**src/rtl/prt_tx_drain_if.sv**
```systemverilog
// Bundle of all non-clock signals of prt_tx_drain.
//   master : the drain block (slot enqueue target, PRT initiator, TX source)
//   slave  : the surroundings (slot producer, PRT, egress MAC)
// Groups: slot enqueue (EN/RDY/id), PRT start-read / read / invalidate
// methods, TX byte stream (tdata/tvalid/tlast/tready), status pulses.
interface prt_tx_drain_if #(
    parameter int DATA_WIDTH = 8,
    parameter int SW         = 4
);
    logic                  EN_enq_slot;
    logic [SW-1:0]         enq_slot_id;
    logic                  RDY_enq_slot;

    logic                  prt_EN_start_reading;
    logic                  prt_RDY_start_reading;
    logic [SW-1:0]         prt_start_reading_slot;

    logic                  prt_EN_read;
    logic                  prt_RDY_read;
    logic [DATA_WIDTH:0]   prt_read_data;

    logic                  prt_EN_invalidate;
    logic                  prt_RDY_invalidate;
    logic [SW-1:0]         prt_invalidate_slot;

    logic [DATA_WIDTH-1:0] tx_tdata;
    logic                  tx_tvalid;
    logic                  tx_tlast;
    logic                  tx_tready;

    logic                  busy;
    logic                  pkt_done;
    logic                  err_timeout;

    modport master (
        input  EN_enq_slot, enq_slot_id,
               prt_RDY_start_reading, prt_RDY_read, prt_read_data,
               prt_RDY_invalidate, tx_tready,
        output RDY_enq_slot, prt_EN_start_reading, prt_start_reading_slot,
               prt_EN_read, prt_EN_invalidate, prt_invalidate_slot,
               tx_tdata, tx_tvalid, tx_tlast, busy, pkt_done, err_timeout
    );

    modport slave (
        output EN_enq_slot, enq_slot_id,
               prt_RDY_start_reading, prt_RDY_read, prt_read_data,
               prt_RDY_invalidate, tx_tready,
        input  RDY_enq_slot, prt_EN_start_reading, prt_start_reading_slot,
               prt_EN_read, prt_EN_invalidate, prt_invalidate_slot,
               tx_tdata, tx_tvalid, tx_tlast, busy, pkt_done, err_timeout
    );
endinterface

```
**src/rtl/prt_tx_drain.sv**
```systemverilog
// prt_tx_drain: consumer-side PRT initiator. Queues completed slot IDs,
// reads each packet out of the PRT byte by byte, streams it on a
// valid/ready byte stream with tlast, then invalidates the slot.
// Ports:
//   CLK, RST  : clock, synchronous active-high reset
//   bus       : prt_tx_drain_if.master (slot enqueue, PRT start-read/read/
//               invalidate methods, TX stream, busy/pkt_done/err_timeout)
module prt_tx_drain #(
    parameter int DATA_WIDTH    = 8,
    parameter int NUM_SLOTS     = 10,
    parameter int SLOTQ_DEPTH   = 4,
    parameter int OUT_DEPTH     = 4,
    parameter int START_TIMEOUT = 255
) (
    input  logic           CLK,
    input  logic           RST,
    prt_tx_drain_if.master bus
);
    localparam int SW    = $clog2(NUM_SLOTS);
    localparam int SQ_AW = (SLOTQ_DEPTH > 1) ? $clog2(SLOTQ_DEPTH) : 1;
    localparam int SQ_CW = $clog2(SLOTQ_DEPTH + 1);
    localparam int OF_AW = $clog2(OUT_DEPTH);
    localparam int OF_CW = $clog2(OUT_DEPTH + 1);
    localparam int TW    = $clog2(START_TIMEOUT + 1);
    localparam int OW    = DATA_WIDTH + 1;

    typedef enum logic [2:0] {S_IDLE, S_START, S_READ, S_PAUSE, S_INVAL} state_t;

    // ---------------- slot queue ----------------
    logic [SW-1:0]    sq_mem_q [SLOTQ_DEPTH];
    logic [SW-1:0]    sq_mem_d [SLOTQ_DEPTH];
    logic [SQ_AW-1:0] sq_wr_q, sq_wr_d, sq_rd_q, sq_rd_d;
    logic [SQ_CW-1:0] sq_cnt_q, sq_cnt_d;
    logic             sq_full, sq_empty, sq_push, sq_pop;

    // ---------------- output FIFO ----------------
    logic [OW-1:0]    of_mem_q [OUT_DEPTH];
    logic [OW-1:0]    of_mem_d [OUT_DEPTH];
    logic [OF_AW-1:0] of_wr_q, of_wr_d, of_rd_q, of_rd_d;
    logic [OF_CW-1:0] of_cnt_q, of_cnt_d;
    logic             of_push, of_pop, of_room;
    logic [OW-1:0]    of_wdata;

    // ---------------- control ----------------
    state_t                state_q, state_d;
    logic [SW-1:0]         cur_slot_q, cur_slot_d;
    logic [15:0]           fwd_q, fwd_d;     // bytes already handed on (hold incl.)
    logic [15:0]           idx_q, idx_d;     // data-beat index in current read pass
    logic [TW-1:0]         tout_q, tout_d;
    logic [DATA_WIDTH-1:0] hold_q, hold_d;
    logic                  hold_vld_q, hold_vld_d;
    logic                  en_start, en_read, en_inval, done_p, tout_p;

    assign sq_full  = (sq_cnt_q == SQ_CW'(SLOTQ_DEPTH));
    assign sq_empty = (sq_cnt_q == '0);
    assign sq_push  = bus.EN_enq_slot && !sq_full;

    // Two free entries: one for the byte pushed this cycle, one margin so a
    // beat accepted on the cycle the count is sampled can never overflow.
    assign of_room  = (of_cnt_q <= OF_CW'(OUT_DEPTH - 2));
    assign of_pop   = (of_cnt_q != '0) && bus.tx_tready;

    always_comb begin
        sq_mem_d = sq_mem_q;
        sq_wr_d  = sq_wr_q;
        sq_rd_d  = sq_rd_q;
        sq_cnt_d = sq_cnt_q;
        if (sq_push) begin
            sq_mem_d[sq_wr_q] = bus.enq_slot_id;
            sq_wr_d = (sq_wr_q == SQ_AW'(SLOTQ_DEPTH - 1)) ? '0 : sq_wr_q + 1'b1;
        end
        if (sq_pop)
            sq_rd_d = (sq_rd_q == SQ_AW'(SLOTQ_DEPTH - 1)) ? '0 : sq_rd_q + 1'b1;
        case ({sq_push, sq_pop})
            2'b10:   sq_cnt_d = sq_cnt_q + 1'b1;
            2'b01:   sq_cnt_d = sq_cnt_q - 1'b1;
            default: sq_cnt_d = sq_cnt_q;
        endcase
    end

    always_comb begin
        of_mem_d = of_mem_q;
        of_wr_d  = of_wr_q;
        of_rd_d  = of_rd_q;
        of_cnt_d = of_cnt_q;
        if (of_push) begin
            of_mem_d[of_wr_q] = of_wdata;
            of_wr_d = (of_wr_q == OF_AW'(OUT_DEPTH - 1)) ? '0 : of_wr_q + 1'b1;
        end
        if (of_pop)
            of_rd_d = (of_rd_q == OF_AW'(OUT_DEPTH - 1)) ? '0 : of_rd_q + 1'b1;
        case ({of_push, of_pop})
            2'b10:   of_cnt_d = of_cnt_q + 1'b1;
            2'b01:   of_cnt_d = of_cnt_q - 1'b1;
            default: of_cnt_d = of_cnt_q;
        endcase
    end

    always_comb begin
        state_d    = state_q;
        cur_slot_d = cur_slot_q;
        fwd_d      = fwd_q;
        idx_d      = idx_q;
        tout_d     = tout_q;
        hold_d     = hold_q;
        hold_vld_d = hold_vld_q;
        sq_pop     = 1'b0;
        of_push    = 1'b0;
        of_wdata   = '0;
        en_start   = 1'b0;
        en_read    = 1'b0;
        en_inval   = 1'b0;
        done_p     = 1'b0;
        tout_p     = 1'b0;
        case (state_q)
            S_IDLE: begin
                if (!sq_empty) begin
                    sq_pop     = 1'b1;
                    cur_slot_d = sq_mem_q[sq_rd_q];
                    fwd_d      = '0;
                    idx_d      = '0;
                    tout_d     = '0;
                    state_d    = S_START;
                end
            end
            S_START: begin
                en_start = 1'b1;
                if (bus.prt_RDY_start_reading) begin
                    idx_d   = '0;
                    state_d = S_READ;
                end else if (tout_q == TW'(START_TIMEOUT - 1)) begin
                    // Slot dropped: whatever was held belongs to it.
                    tout_p     = 1'b1;
                    hold_vld_d = 1'b0;
                    state_d    = S_IDLE;
                end else begin
                    tout_d = tout_q + 1'b1;
                end
            end
            S_READ: begin
                en_read = of_room;
                if (!of_room) begin
                    // Dropping EN_read ends the PRT read phase; replay later.
                    state_d = S_PAUSE;
                end else if (bus.prt_RDY_read) begin
                    if (bus.prt_read_data[DATA_WIDTH]) begin
                        if (hold_vld_q) begin
                            of_push  = 1'b1;
                            of_wdata = {1'b1, hold_q};
                        end
                        hold_vld_d = 1'b0;
                        state_d    = S_INVAL;
                    end else begin
                        if (idx_q >= fwd_q) begin
                            if (hold_vld_q) begin
                                of_push  = 1'b1;
                                of_wdata = {1'b0, hold_q};
                            end
                            hold_d     = bus.prt_read_data[DATA_WIDTH-1:0];
                            hold_vld_d = 1'b1;
                            fwd_d      = fwd_q + 1'b1;
                        end
                        idx_d = idx_q + 1'b1;
                    end
                end
            end
            S_PAUSE: begin
                if (of_cnt_q <= OF_CW'(OUT_DEPTH / 2)) begin
                    tout_d  = '0;
                    state_d = S_START;
                end
            end
            S_INVAL: begin
                en_inval = 1'b1;
                if (bus.prt_RDY_invalidate) begin
                    done_p  = 1'b1;
                    state_d = S_IDLE;
                end
            end
            default: state_d = S_IDLE;
        endcase
    end

    always_ff @(posedge CLK) begin
        if (RST) begin
            for (int i = 0; i < SLOTQ_DEPTH; i++) sq_mem_q[i] <= '0;
            for (int i = 0; i < OUT_DEPTH; i++)   of_mem_q[i] <= '0;
            sq_wr_q    <= '0;
            sq_rd_q    <= '0;
            sq_cnt_q   <= '0;
            of_wr_q    <= '0;
            of_rd_q    <= '0;
            of_cnt_q   <= '0;
            state_q    <= S_IDLE;
            cur_slot_q <= '0;
            fwd_q      <= '0;
            idx_q      <= '0;
            tout_q     <= '0;
            hold_q     <= '0;
            hold_vld_q <= 1'b0;
        end else begin
            sq_mem_q   <= sq_mem_d;
            of_mem_q   <= of_mem_d;
            sq_wr_q    <= sq_wr_d;
            sq_rd_q    <= sq_rd_d;
            sq_cnt_q   <= sq_cnt_d;
            of_wr_q    <= of_wr_d;
            of_rd_q    <= of_rd_d;
            of_cnt_q   <= of_cnt_d;
            state_q    <= state_d;
            cur_slot_q <= cur_slot_d;
            fwd_q      <= fwd_d;
            idx_q      <= idx_d;
            tout_q     <= tout_d;
            hold_q     <= hold_d;
            hold_vld_q <= hold_vld_d;
        end
    end

    assign bus.RDY_enq_slot           = !sq_full;
    assign bus.prt_EN_start_reading   = en_start;
    assign bus.prt_start_reading_slot = cur_slot_q;
    assign bus.prt_EN_read            = en_read;
    assign bus.prt_EN_invalidate      = en_inval;
    assign bus.prt_invalidate_slot    = cur_slot_q;
    assign bus.tx_tvalid              = (of_cnt_q != '0);
    assign bus.tx_tlast               = of_mem_q[of_rd_q][DATA_WIDTH];
    assign bus.tx_tdata               = of_mem_q[of_rd_q][DATA_WIDTH-1:0];
    assign bus.busy                   = (state_q != S_IDLE) || !sq_empty;
    assign bus.pkt_done               = done_p;
    assign bus.err_timeout            = tout_p;
endmodule

```
**src/flat_wrapper.sv**
```systemverilog
// flat-port wrapper written by rule: the top's interface ports become plain ports
module prt_tx_drain_flat 
#(
    parameter int DATA_WIDTH    = 8,
    parameter int NUM_SLOTS     = 10,
    parameter int SLOTQ_DEPTH   = 4,
    parameter int OUT_DEPTH     = 4,
    parameter int START_TIMEOUT = 255
)
  (CLK, RST, bus_EN_enq_slot, bus_enq_slot_id, bus_prt_RDY_start_reading, bus_prt_RDY_read, bus_prt_read_data, bus_prt_RDY_invalidate, bus_tx_tready, bus_RDY_enq_slot, bus_prt_EN_start_reading, bus_prt_start_reading_slot, bus_prt_EN_read, bus_prt_EN_invalidate, bus_prt_invalidate_slot, bus_tx_tdata, bus_tx_tvalid, bus_tx_tlast, bus_busy, bus_pkt_done, bus_err_timeout);
  prt_tx_drain_if #(.DATA_WIDTH(DATA_WIDTH), .SW(($clog2((10))))) bus_i ();
  input  logic CLK;
  input  logic RST;
  input wire logic [$bits(bus_i.EN_enq_slot)-1:0] bus_EN_enq_slot;
  input wire logic [$bits(bus_i.enq_slot_id)-1:0] bus_enq_slot_id;
  input wire logic [$bits(bus_i.prt_RDY_start_reading)-1:0] bus_prt_RDY_start_reading;
  input wire logic [$bits(bus_i.prt_RDY_read)-1:0] bus_prt_RDY_read;
  input wire logic [$bits(bus_i.prt_read_data)-1:0] bus_prt_read_data;
  input wire logic [$bits(bus_i.prt_RDY_invalidate)-1:0] bus_prt_RDY_invalidate;
  input wire logic [$bits(bus_i.tx_tready)-1:0] bus_tx_tready;
  output wire logic [$bits(bus_i.RDY_enq_slot)-1:0] bus_RDY_enq_slot;
  output wire logic [$bits(bus_i.prt_EN_start_reading)-1:0] bus_prt_EN_start_reading;
  output wire logic [$bits(bus_i.prt_start_reading_slot)-1:0] bus_prt_start_reading_slot;
  output wire logic [$bits(bus_i.prt_EN_read)-1:0] bus_prt_EN_read;
  output wire logic [$bits(bus_i.prt_EN_invalidate)-1:0] bus_prt_EN_invalidate;
  output wire logic [$bits(bus_i.prt_invalidate_slot)-1:0] bus_prt_invalidate_slot;
  output wire logic [$bits(bus_i.tx_tdata)-1:0] bus_tx_tdata;
  output wire logic [$bits(bus_i.tx_tvalid)-1:0] bus_tx_tvalid;
  output wire logic [$bits(bus_i.tx_tlast)-1:0] bus_tx_tlast;
  output wire logic [$bits(bus_i.busy)-1:0] bus_busy;
  output wire logic [$bits(bus_i.pkt_done)-1:0] bus_pkt_done;
  output wire logic [$bits(bus_i.err_timeout)-1:0] bus_err_timeout;
  assign bus_i.EN_enq_slot = bus_EN_enq_slot;
  assign bus_i.enq_slot_id = bus_enq_slot_id;
  assign bus_i.prt_RDY_start_reading = bus_prt_RDY_start_reading;
  assign bus_i.prt_RDY_read = bus_prt_RDY_read;
  assign bus_i.prt_read_data = bus_prt_read_data;
  assign bus_i.prt_RDY_invalidate = bus_prt_RDY_invalidate;
  assign bus_i.tx_tready = bus_tx_tready;
  assign bus_RDY_enq_slot = bus_i.RDY_enq_slot;
  assign bus_prt_EN_start_reading = bus_i.prt_EN_start_reading;
  assign bus_prt_start_reading_slot = bus_i.prt_start_reading_slot;
  assign bus_prt_EN_read = bus_i.prt_EN_read;
  assign bus_prt_EN_invalidate = bus_i.prt_EN_invalidate;
  assign bus_prt_invalidate_slot = bus_i.prt_invalidate_slot;
  assign bus_tx_tdata = bus_i.tx_tdata;
  assign bus_tx_tvalid = bus_i.tx_tvalid;
  assign bus_tx_tlast = bus_i.tx_tlast;
  assign bus_busy = bus_i.busy;
  assign bus_pkt_done = bus_i.pkt_done;
  assign bus_err_timeout = bus_i.err_timeout;
  prt_tx_drain #(.DATA_WIDTH(DATA_WIDTH), .NUM_SLOTS(NUM_SLOTS), .SLOTQ_DEPTH(SLOTQ_DEPTH), .OUT_DEPTH(OUT_DEPTH), .START_TIMEOUT(START_TIMEOUT)) u_core (.CLK(CLK), .RST(RST), .bus(bus_i));
endmodule
```
**config.mk**
```make
export PLATFORM = sky130hd
export DESIGN_NAME = prt_tx_drain_flat
export DESIGN_NICKNAME = d
export VERILOG_FILES = /design/src/rtl/prt_tx_drain_if.sv /design/src/rtl/prt_tx_drain.sv /design/src/flat_wrapper.sv
export SDC_FILE = /design/constraint.sdc
export NUM_CORES = 1
export LEC_CHECK = 0
export ABC_AREA = 0
export CAP_MARGIN = 20
export CORE_MARGIN = 1.5
export CORE_UTILIZATION = 63
export DETAILED_ROUTE_END_ITERATION = 8
export PLACE_DENSITY = 0.86
export SKIP_CTS_REPAIR_TIMING = 1
export SYNTH_ARGS = -nofsm -noshare
export SYNTH_HDL_FRONTEND = slang
export SYNTH_SLANG_ARGS = --single-unit
```
**constraint.sdc**
```tcl
create_clock -name CLK -period 5 [get_ports CLK]
set_input_delay 0.75 -clock CLK [delete_from_list [all_inputs] [get_ports CLK]]
set_output_delay 0.75 -clock CLK [all_outputs]
set_load 0.02 [all_outputs]
```
==> summary.txt, run 1 <==
WL/cell = 16.60 um
commonest non-fill, non-tap cells in the layout = dfxtp_1, nor2_1, nand2_1, a21oi_1, mux2i_1
Core ar. = 9328 sq um
die area = 10,340 sq um
R2R depth = 13
CP arrival = 4230 ps
Synth cell types = 56
clock slew at reported path FFs = 60 ps
Yosys warning count = 0
Die H = 101.7 um
fin util = 77.18%
Final TNS setup = 0 ps
RSZ-0062 raised after global routing = no
status = complete, no violations
synth top area cells = dfxtp_1, mux2i_1, ha_1
gpl congestion = 0.8842
I/O Buffers = 44
max_cap viols = 0
first-pass GRT wire length = 23,480 um
Hold Crit Class = register to register
Hold Startpoint = u_core.sq_mem_q[8]
asr flop ratio synth = 0%
GRT Total Usage = 29.50%
worst r2r dst = u_core.of_cnt_q[2]
Worst VDD drop = 0.4928 mV
H-tree levels = 4
TritonCTS clock tree = yes
period utilisation layout = 75.38%
clk root buf = clkbuf_8
grt total ovfl = 0
final WL = 14,190 um
DR vias = 5,073
clock skew = 11.73 ps
Initial DRC Count = 216
Area Overhead vs Synth = 17.33%
Max clock buf depth = 2
layout cell share with drive strength beyond 1 = 8.402%
Total Nets Final = 767
Num Clock Sinks = 122
fmax = 265.3 MHz
detailed-route DRC error count = 0
# setup viols final = 0
Final HPWL DP = 9242 um
register-to-register setup slack = 1230 ps
vias per inst = 5.933
Synth top area share = 39.80%
Die Width = 101.7 um
leak pwr = 2.564 nW
Initial Util = 65.78%
Slew Limit Fails = 0
synthesized net count = 733
Mean Syn Cell Area = 9.037 sq um
vias in the first global route = 4,968
# diodes = 0
Core Rows = 35
ys flop type = dfxtp_1
drt pass-1 iters = 6
Power Density = 427.3 nW/um^2
Final ANT Viol Nets = 0
normalized max-slew margin = 32.35%
fin crit period = 3769 ps
Worst Hold Depth = 2
hold endpoint = u_core.sq_mem_q[8]
Tightest Pin Transition = 1014 ps
area leader, netlist = dfxtp_1
Fill cells = 587
RR Startpoint = u_core.fwd_q[9]
type of the worst setup path = register to register
largest net degree at the start of global routing = 83
IO Count = 45
post-synthesis register bit count = 122
Crit Path Max Fanout = 9
clock buffer count from CTS = 17
Finished Cell Area = 7199 sq um
register area share after synthesis = 39.80%
Placed Area = 6583 sq um
Startpoint Class = register
CP endpoint kind = register
Clk Latency, worst-skew pair = 530 ps
Final Hold Vio Count = 0
Mapped Area = 6136 sq um
initial antenna violation count = 0
most common cell after layout, fill and taps aside = dfxtp_1
Syn Inst Count = 679
Post-synth EDFFs = 0
Critical Path RT = 5460 ps
cells in the mapped netlist (2+ instances only):
master       n
or3_1        8
nor2_1      85
nand3_1     35
nand2_1     69
buf_4        4
and3_1       8
nor3_1      10
a32o_1       4
nor4_1       2
nand4_1     17
clkbuf_1    23
mux2i_1     45
a21oi_1     56
mux4_2      13
nand2b_1     2
buf_6        3
fa_1         2
a41oi_2      5
o31ai_1      9
or4_1        8
and4_1       6
xnor2_1      5
a2111oi_0    2
dfxtp_1    122
a21o_1       2
and2_1       5
inv_1       40
nor3b_1      2
ha_1        32
buf_1        2
xor2_1      21
a211oi_1     2
o21ai_0      4
o21a_1       4
how the worst max path moves through the flow:
stage / from / endpoint / slack, ps / depth (start not counted)
2_1_floorplan: u_core.fwd_q[11] / u_core.of_cnt_q[2] / 1720 / 13
3_3_place_gp: u_core.fwd_q[11] / u_core.of_cnt_q[2] / 1520 / 13
3_5_place_dp: u_core.fwd_q[9] / u_core.of_cnt_q[2] / 1380 / 13
4_1_cts: u_core.fwd_q[9] / u_core.of_cnt_q[2] / 1250 / 13
5_1_grt: u_core.fwd_q[9] / u_core.of_cnt_q[2] / 900 / 13
6_report: u_core.fwd_q[9] / u_core.of_cnt_q[2] / 1230 / 13
flip-flops by register name, indices dropped and copies added (netlist names), 3 cells and up:
register,flops
u_core.tout_q,8
u_core.of_cnt_q,3
u_core.sq_cnt_q,3
u_core.state_q,3
u_core.fwd_q,16
u_core.sq_mem_q,16
u_core.bus.prt_invalidate_slot,4
u_core.hold_q,8
u_core.idx_q,16
u_core.of_mem_q,36
through the flow:
step / hold slack, ps / worst slack (ps) / cells / total power, W
finish: 462.3 / 1231 / 855 / 0.003076
detailed placement: 450.5 / 1381 / 821 / 0.001821
global placement: 443.2 / 1521 / 821 / 0.001788
floorplan: 433.1 / 1718 / 679 / 0.001644
CTS: 458.8 / 1249 / 853 / 0.003067
global route: 481.8 / 896.9 / 855 / 0.003213
routing by layer:
layer / share of wire [%] / up-vias / global-route usage (%)
li1: - / 2485 / -
met1: 41 / 2436 / 33.45
met2: 52 / 118 / 51.90
met3: 4.5 / 34 / 7.039
met4: 2.6 / 0 / 14.53
met5: 0 / - / 0
worst max-delay path: stages, from the launching register on:
cell      delay, ps
dfxtp_1         390
inv_1            60
ha_1            290
a21oi_1         180
nor2_1           90
a311oi_2        810
a41oi_2         410
inv_1           140
ha_1            200
inv_1            70
fa_1            440
xor2_1          170
or3_1           320
a21oi_1         150
final cells by class:
type | count | area [sq um] | share of cell area, %
Inverter | 41 | 153.9 | 2.138
Clock buffer | 22 | 462.9 | 6.430
Multi-Input combinational cell | 484 | 3382 | 46.98
Timing Repair Buffer | 47 | 455.4 | 6.326
Tap cell | 129 | 161.4 | 2.242
Sequential cell | 122 | 2442 | 33.92
Clock inverter | 10 | 141.4 | 1.964
where the power goes:
group	switching [W]	leakage (nW)	internal, W	total [W]
sequential	0.0000642	0.986	0.00103	0.00109
combinational	0.000479	1.29	0.000264	0.000743
clock	0.000444	0.291	0.000799	0.00124
total	0.000988	2.56	0.00209	0.00308
kinds of logic after synthesis:
family | Yosys count | synth area share, %
mux | 58 | 12.11
buf+inv | 73 | 5.077
fa+ha+maj | 34 | 7.178
compound gates | 104 | 12.03
xor+xnor | 26 | 3.711
simple gates | 262 | 20.09
flops | 122 | 39.80
Note: power is estimated with default switching activity, not from simulation.
==> run 2, diff against run 1 <==
--- a/config.mk
+++ b/config.mk
@@ -8,9 +8,9 @@
 export ABC_AREA = 0
 export CAP_MARGIN = 20
 export CORE_MARGIN = 1.5
-export CORE_UTILIZATION = 63
+export CORE_UTILIZATION = 59
 export DETAILED_ROUTE_END_ITERATION = 8
-export PLACE_DENSITY = 0.86
+export PLACE_DENSITY = 0.81
 export SKIP_CTS_REPAIR_TIMING = 1
 export SYNTH_ARGS = -nofsm -noshare
 export SYNTH_HDL_FRONTEND = slang
==> constraint.sdc (replaced) <==
create_clock -name CLK -period 3.61 [get_ports CLK]
set_input_delay 0.5415 -clock CLK [delete_from_list [all_inputs] [get_ports CLK]]
set_output_delay 0.5415 -clock CLK [all_outputs]
set_load 0.02 [all_outputs]
==> summary.txt, run 2 (synthesized netlist as in run 1, its figures left out) <==
max FFs per register = 36 (unchanged)
largest net degree at the start of global routing = 66 (was 83)
final WL = 13,990 um (was 14,190 um)
# setup viols final = 0 (unchanged)
Initial Util = 60.25% (was 65.78%)
Total Nets Final = 776 (was 767)
Critical Path RT = 4060 ps (was 5460 ps)
Biggest register = u_core.of_mem_q (unchanged)
Die Width = 105.0 um (was 101.7 um)
Final TNS setup = 0 ps (unchanged)
Initial DRC Count = 292 (was 216)
most common cell after layout, fill and taps aside = dfxtp_1 (unchanged)
power consumption = 0.004179 W (was 0.003076 W)
Worst path most repeated cell = inv_1 (unchanged)
Max clock buf depth = 2 (unchanged)
R2R depth = 13 (unchanged)
DP Cell Count = 839 (was 821)
clock skew = 5.309 ps (was 11.73 ps)
gpl congestion = 0.8564 (was 0.8842)
Worst VDD drop = 0.3946 mV (was 0.4928 mV)
first-pass GRT wire length = 23,340 um (was 23,480 um)
I/O Buffers = 44 (unchanged)
leak pwr = 2.599 nW (was 2.564 nW)
crit path capture = u_core.of_cnt_q[2] (unchanged)
layout cell share with drive strength beyond 1 = 9.128% (was 8.402%)
grt total ovfl = 0 (unchanged)
Place WS = 462.7 ps (was 1381 ps)
Slew Limit Fails = 0 (unchanged)
initial antenna violation count = 0 (unchanged)
Top Family by Delay on Critical Path = simple AND/OR/NAND/NOR gates (was compound AO/OA/AOI/OAI gates)
max_cap viols = 0 (unchanged)
CP peak stage delay = 640 ps (was 810 ps)
type of the worst setup path = register to register (unchanged)
WP buf/inv = 3 (unchanged)
launch point of the worst path = u_core.fwd_q[11] (was u_core.fwd_q[9])
Power Density = 577.3 nW/um^2 (was 427.3 nW/um^2)
die area = 11,020 sq um (was 10,340 sq um)
final std cells w/o fill = 870 (was 855)
clock buffer count from CTS = 17 (unchanged)
TritonCTS clock tree = yes (unchanged)
vias in the first global route = 5,052 (was 4,968)
RSZ-0062 raised after global routing = no (unchanged)
Num Clock Sinks = 122 (unchanged)
detailed-route DRC error count = 0 (unchanged)
Die H = 105.0 um (was 101.7 um)
fin util = 71.08% (was 77.18%)
DR vias = 5,163 (was 5,073)
period utilisation layout = 88.20% (was 75.38%)
CP arrival = 3640 ps (was 4230 ps)
Core ar. = 10,180 sq um (was 9328 sq um)
H-tree levels = 4 (unchanged)
PnR worst setup slack = 426.1 ps (was 1231 ps)
WL/cell = 16.08 um (was 16.60 um)
normalized max-slew margin = 44.49% (was 32.35%)
Tightest Pin Transition = 831.0 ps (was 1014 ps)
register-to-register setup slack = 430 ps (was 1230 ps)
Crit Path Max Fanout = 9 (unchanged)
Final HPWL DP = 9628 um (was 9242 um)
Area Overhead vs Synth = 17.99% (was 17.33%)
clk root buf = clkbuf_8 (unchanged)
Hold Crit Class = input pin to register (was register to register)
Crit. path cell count = 13 (unchanged)
CP endpoint kind = register (unchanged)
Clk Latency, worst-skew pair = 530 ps (about the same)
RR Startpoint = u_core.fwd_q[11] (was u_core.fwd_q[9])
drt pass-1 iters = 6 (unchanged)
Fill cells = 768 (was 587)
worst r2r dst = u_core.of_cnt_q[2] (unchanged)
fin crit period = 3184 ps (was 3769 ps)
IO Count = 45 (unchanged)
commonest non-fill, non-tap cells in the layout = dfxtp_1, nor2_1, nand2_1, a21oi_1, mux2i_1 (unchanged)
clock slew at reported path FFs = 60 ps (about the same)
fmax = 314.1 MHz (was 265.3 MHz)
# diodes = 0 (unchanged)
vias per inst = 5.934 (was 5.933)
Core Rows = 37 (was 35)
GRT Total Usage = 26.59% (was 29.50%)
Final Hold Vio Count = 0 (unchanged)
Final ANT Viol Nets = 0 (unchanged)
status = complete, no violations (unchanged)
CP max-delay cell = or4_4 (was a311oi_2)
CP Cell Sequence = inv_1 -> ha_1 -> nand4_1 -> or2_1 -> or4_4 -> a41oi_2 -> inv_1 -> ha_1 -> inv_1 -> fa_1 -> xor2_1 -> or3_1 -> a21oi_1 (was inv_1 -> ha_1 -> a21oi_1 -> nor2_1 -> a311oi_2 -> a41oi_2 -> inv_1 -> ha_1 -> inv_1 -> fa_1 -> xor2_1 -> or3_1 -> a21oi_1)
Startpoint Class = register (unchanged)
==> run 2: cell count changes in the layout (fill, tap and decap cells not counted), sizes merged <==
cell,previous run,this run
clkbuf,23,22
clkinvlp,2,1
buf,3,13
==> run 2: stage by stage <==
stage / hold WS (ps) / instance area, sq um
after floorplan: 433.1 / 6136
after global placement: 442.0 / 6674
after detailed placement: 455.4 / 6674
after CTS: 359.0 / 7239
after global routing: 413.0 / 7239
final: 374.6 / 7239
==> run 2: power by group <==
part	switching, W	total [W]	internal, W
sequential	0.0000856	0.00151	0.00142
combinational	0.000657	0.00103	0.000376
clock	0.000582	0.00164	0.00106
total	0.00133	0.00418	0.00285
==> run 2: area by class of cell <==
cell class / instances / area (sq um) / area share [%]
multi-input combinational: 484 / 3382 / 46.72
clock buffer: 22 / 442.9 / 6.118
tap: 136 / 170.2 / 2.350
inverter: 41 / 153.9 / 2.126
clock inverter: 9 / 122.6 / 1.694
timing repair buffer: 56 / 525.5 / 7.259
sequential: 122 / 2442 / 33.74
==> run 2: worst min-delay path by stage <==
stage | startpoint | end | slack, ps | cells past startpoint
after floorplan | u_core.sq_mem_q[4] | u_core.sq_mem_q[4] | 430 | 2
after global placement | u_core.sq_mem_q[11] | u_core.sq_mem_q[11] | 440 | 2
after detailed placement | u_core.sq_mem_q[9] | u_core.sq_mem_q[9] | 460 | 2
after CTS | RST | u_core.sq_rd_q[0] | 360 | 2
after global routing | RST | u_core.sq_mem_q[15] | 410 | 2
final | RST | u_core.sq_rd_q[0] | 370 | 2
==> run 2: per-layer routing <==
layer	vias to the layer above	routed length, um	GRT usage [%]
met5	-	0	0
met4	0	457	13.50
met3	43	592	5.989
met2	157	7015	46.17
met1	2481	5922	30.57
li1	2482	-	-
==> run 2: worst register-to-register path, cell delays in order (launching register included) <==
cell and delay, ps:
dfxtp_1 360, inv_1 80, ha_1 330, nand4_1 100, or2_1 270, or4_4 640
a41oi_2 260, inv_1 70, ha_1 200, inv_1 80, fa_1 180, xor2_1 70
or3_1 310, a21oi_1 150
==> run 3, diff against run 2 <==
--- a/config.mk
+++ b/config.mk
@@ -7,10 +7,12 @@
 export LEC_CHECK = 0
 export ABC_AREA = 0
 export CAP_MARGIN = 20
+export CELL_PAD_IN_SITES_DETAIL_PLACEMENT = 1
+export CELL_PAD_IN_SITES_GLOBAL_PLACEMENT = 1
 export CORE_MARGIN = 1.5
-export CORE_UTILIZATION = 59
+export CORE_UTILIZATION = 45
 export DETAILED_ROUTE_END_ITERATION = 8
-export PLACE_DENSITY = 0.81
+export PLACE_DENSITY = 0.8
 export SKIP_CTS_REPAIR_TIMING = 1
 export SYNTH_ARGS = -nofsm -noshare
 export SYNTH_HDL_FRONTEND = slang
==> constraint.sdc (replaced) <==
create_clock -name CLK -period 3.61 [get_ports CLK]
set_input_delay 0.722 -clock CLK [delete_from_list [all_inputs] [get_ports CLK]]
set_output_delay 0.722 -clock CLK [all_outputs]
set_load 0.02 [all_outputs]
==> summary.txt, run 3 (synthesized netlist as in run 1, its figures left out) <==
status = complete, no violations (unchanged)
gpl congestion = 0.8120 (was 0.8564)
TritonCTS clock tree = yes (unchanged)
Power Density = 583.8 nW/um^2 (was 577.3 nW/um^2)
fin crit period = 3270 ps (was 3184 ps)
leak pwr = 2.618 nW (was 2.599 nW)
# setup viols final = 0 (unchanged)
period utilisation layout = 90.59% (was 88.20%)
# diodes = 0 (unchanged)
Tightest Pin Transition = 843.3 ps (was 831.0 ps)
largest net degree at the start of global routing = 58 (was 66)
detailed-route DRC error count = 0 (unchanged)
max_cap viols = 0 (unchanged)
final hold slack = 458.9 ps (was 374.6 ps)
Die Width = 119.8 um (was 105.0 um)
initial antenna violation count = 0 (unchanged)
max FFs per register = 36 (unchanged)
final WL = 16,220 um (was 13,990 um)
commonest non-fill, non-tap cells in the layout = dfxtp_1, nor2_1, nand2_1, a21oi_1, mux2i_1 (unchanged)
drt pass-1 iters = 4 (was 6)
CP arrival = 3620 ps (was 3640 ps)
layout cell share with drive strength beyond 1 = 9.892% (was 9.128%)
Final TNS setup = 0 ps (unchanged)
I/O Buffers = 44 (unchanged)
Seq pwr share = 35.3% (was 36.0%)
DR vias = 5,153 (was 5,163)
first-pass GRT wire length = 27,830 um (was 23,340 um)
Core ar. = 13,300 sq um (was 10,180 sq um)
switching power total = 0.001416 W (was 0.001325 W)
CP endpoint kind = register (unchanged)
Hold Crit Class = register to register (was input pin to register)
Slew Limit Fails = 0 (unchanged)
fmax = 305.8 MHz (was 314.1 MHz)
Int Power = 0.002863 W (was 0.002854 W)
grt total ovfl = 0 (unchanged)
Final ANT Viol Nets = 0 (unchanged)
Final HPWL DP = 11,380 um (was 9628 um)
clock slew at reported path FFs = 60 ps (about the same)
Critical Path RT = 3960 ps (was 4060 ps)
H-tree levels = 4 (unchanged)
Biggest register = u_core.of_mem_q (unchanged)
Initial DRC Count = 215 (was 292)
Startpoint Class = register (unchanged)
switch share = 33.08% (was 31.70%)
Crit Path Max Fanout = 9 (unchanged)
Max clock buf depth = 2 (unchanged)
vias in the first global route = 5,584 (was 5,052)
GRT Total Usage = 24.70% (was 26.59%)
Worst VDD drop = 0.3302 mV (was 0.3946 mV)
Combinational Power Share = 25.6% (was 24.7%)
Clk Latency, worst-skew pair = 430 ps (was 530 ps)
Num Clock Sinks = 122 (unchanged)
Fill cells = 1,533 (was 768)
Area Overhead vs Synth = 19.45% (was 17.99%)
die area = 14,340 sq um (was 11,020 sq um)
most common cell after layout, fill and taps aside = dfxtp_1 (unchanged)
Die H = 119.8 um (was 105.0 um)
clock buffer count from CTS = 17 (unchanged)
RSZ-0062 raised after global routing = no (unchanged)
clk root buf = clkbuf_16 (was clkbuf_8)
Final Hold Vio Count = 0 (unchanged)
vias per inst = 5.638 (was 5.934)
WL/cell = 17.75 um (was 16.08 um)
IO Count = 45 (unchanged)
clock skew = 9.025 ps (was 5.309 ps)
clock share of power = 39.1% (was 39.3%)
type of the worst setup path = register to register (unchanged)
Initial Util = 46.15% (was 60.25%)
Core Rows = 42 (was 37)
normalized max-slew margin = 43.67% (was 44.49%)
Total Nets Final = 779 (was 776)
-- run 3: layout make-up --
cell class                 instances  area [sq um]  area share, %
multi-input combinational        484          3383          46.16
sequential                       122          2442          33.32
timing repair buffer              59         548.0          7.477
clock buffer                      21         460.4          6.282
tap                              176         220.2          3.004
inverter                          41         153.9          2.100
clock inverter                    11         121.4          1.656
-- run 3: worst max-delay path, stage by stage (launching register included) --
cell	delay [ps]
dfxtp_1	360
inv_1	80
ha_1	280
nand2b_1	140
a2111oi_1	500
or4_4	310
a41oi_2	150
inv_1	90
ha_1	180
inv_1	70
fa_1	430
xor2_1	160
or3_1	310
a21oi_1	150
-- run 3: metrics by stage --
step                cell area, sq um  instances  utilization, %  setup slack, ps  power (W)
floorplan                       6136        679               -            328.3   0.002277
global placement                6746        882           50.74            551.1   0.002563
detailed placement              6746        882           50.74            289.5   0.002621
CTS                             7328        914           55.12            265.3   0.004314
global route                    7330        914           55.13            86.82   0.004517
finish                          7330        914           55.13            339.7   0.004279
-- run 3: metal layers --
layer  GRT usage, %  routed length [um]  vias up
li1               -                   -     2501
met1          28.84                6787     2530
met2          44.04                8566       87
met3          5.371                 493       35
met4          9.673                 376        0
met5              0                   0        -
-- run 3: final timing paths --
| path | startpoint | to | slack, ps | cells after the start |
|---|---|---|---|---|
| min | u_core.sq_mem_q[2] | u_core.sq_mem_q[2] | 460 | 2 |
| min reg2reg | u_core.sq_mem_q[2] | u_core.sq_mem_q[2] | 460 | 2 |
| max reg2reg | u_core.idx_q[0] | u_core.of_cnt_q[2] | 340 | 13 |
| max | u_core.idx_q[0] | u_core.of_cnt_q[2] | 340 | 13 |
-- run 3: power by group through the flow --
stage | logic (W) | clock network, W | registers, W
global route | 0.00122 | 0.00177 | 0.00153
CTS | 0.00111 | 0.00170 | 0.00151
detailed placement | 0.00108 | 0 | 0.00154
floorplan | 0.000780 | 0 | 0.00150
global placement | 0.00103 | 0 | 0.00153
finish | 0.00110 | 0.00167 | 0.00151
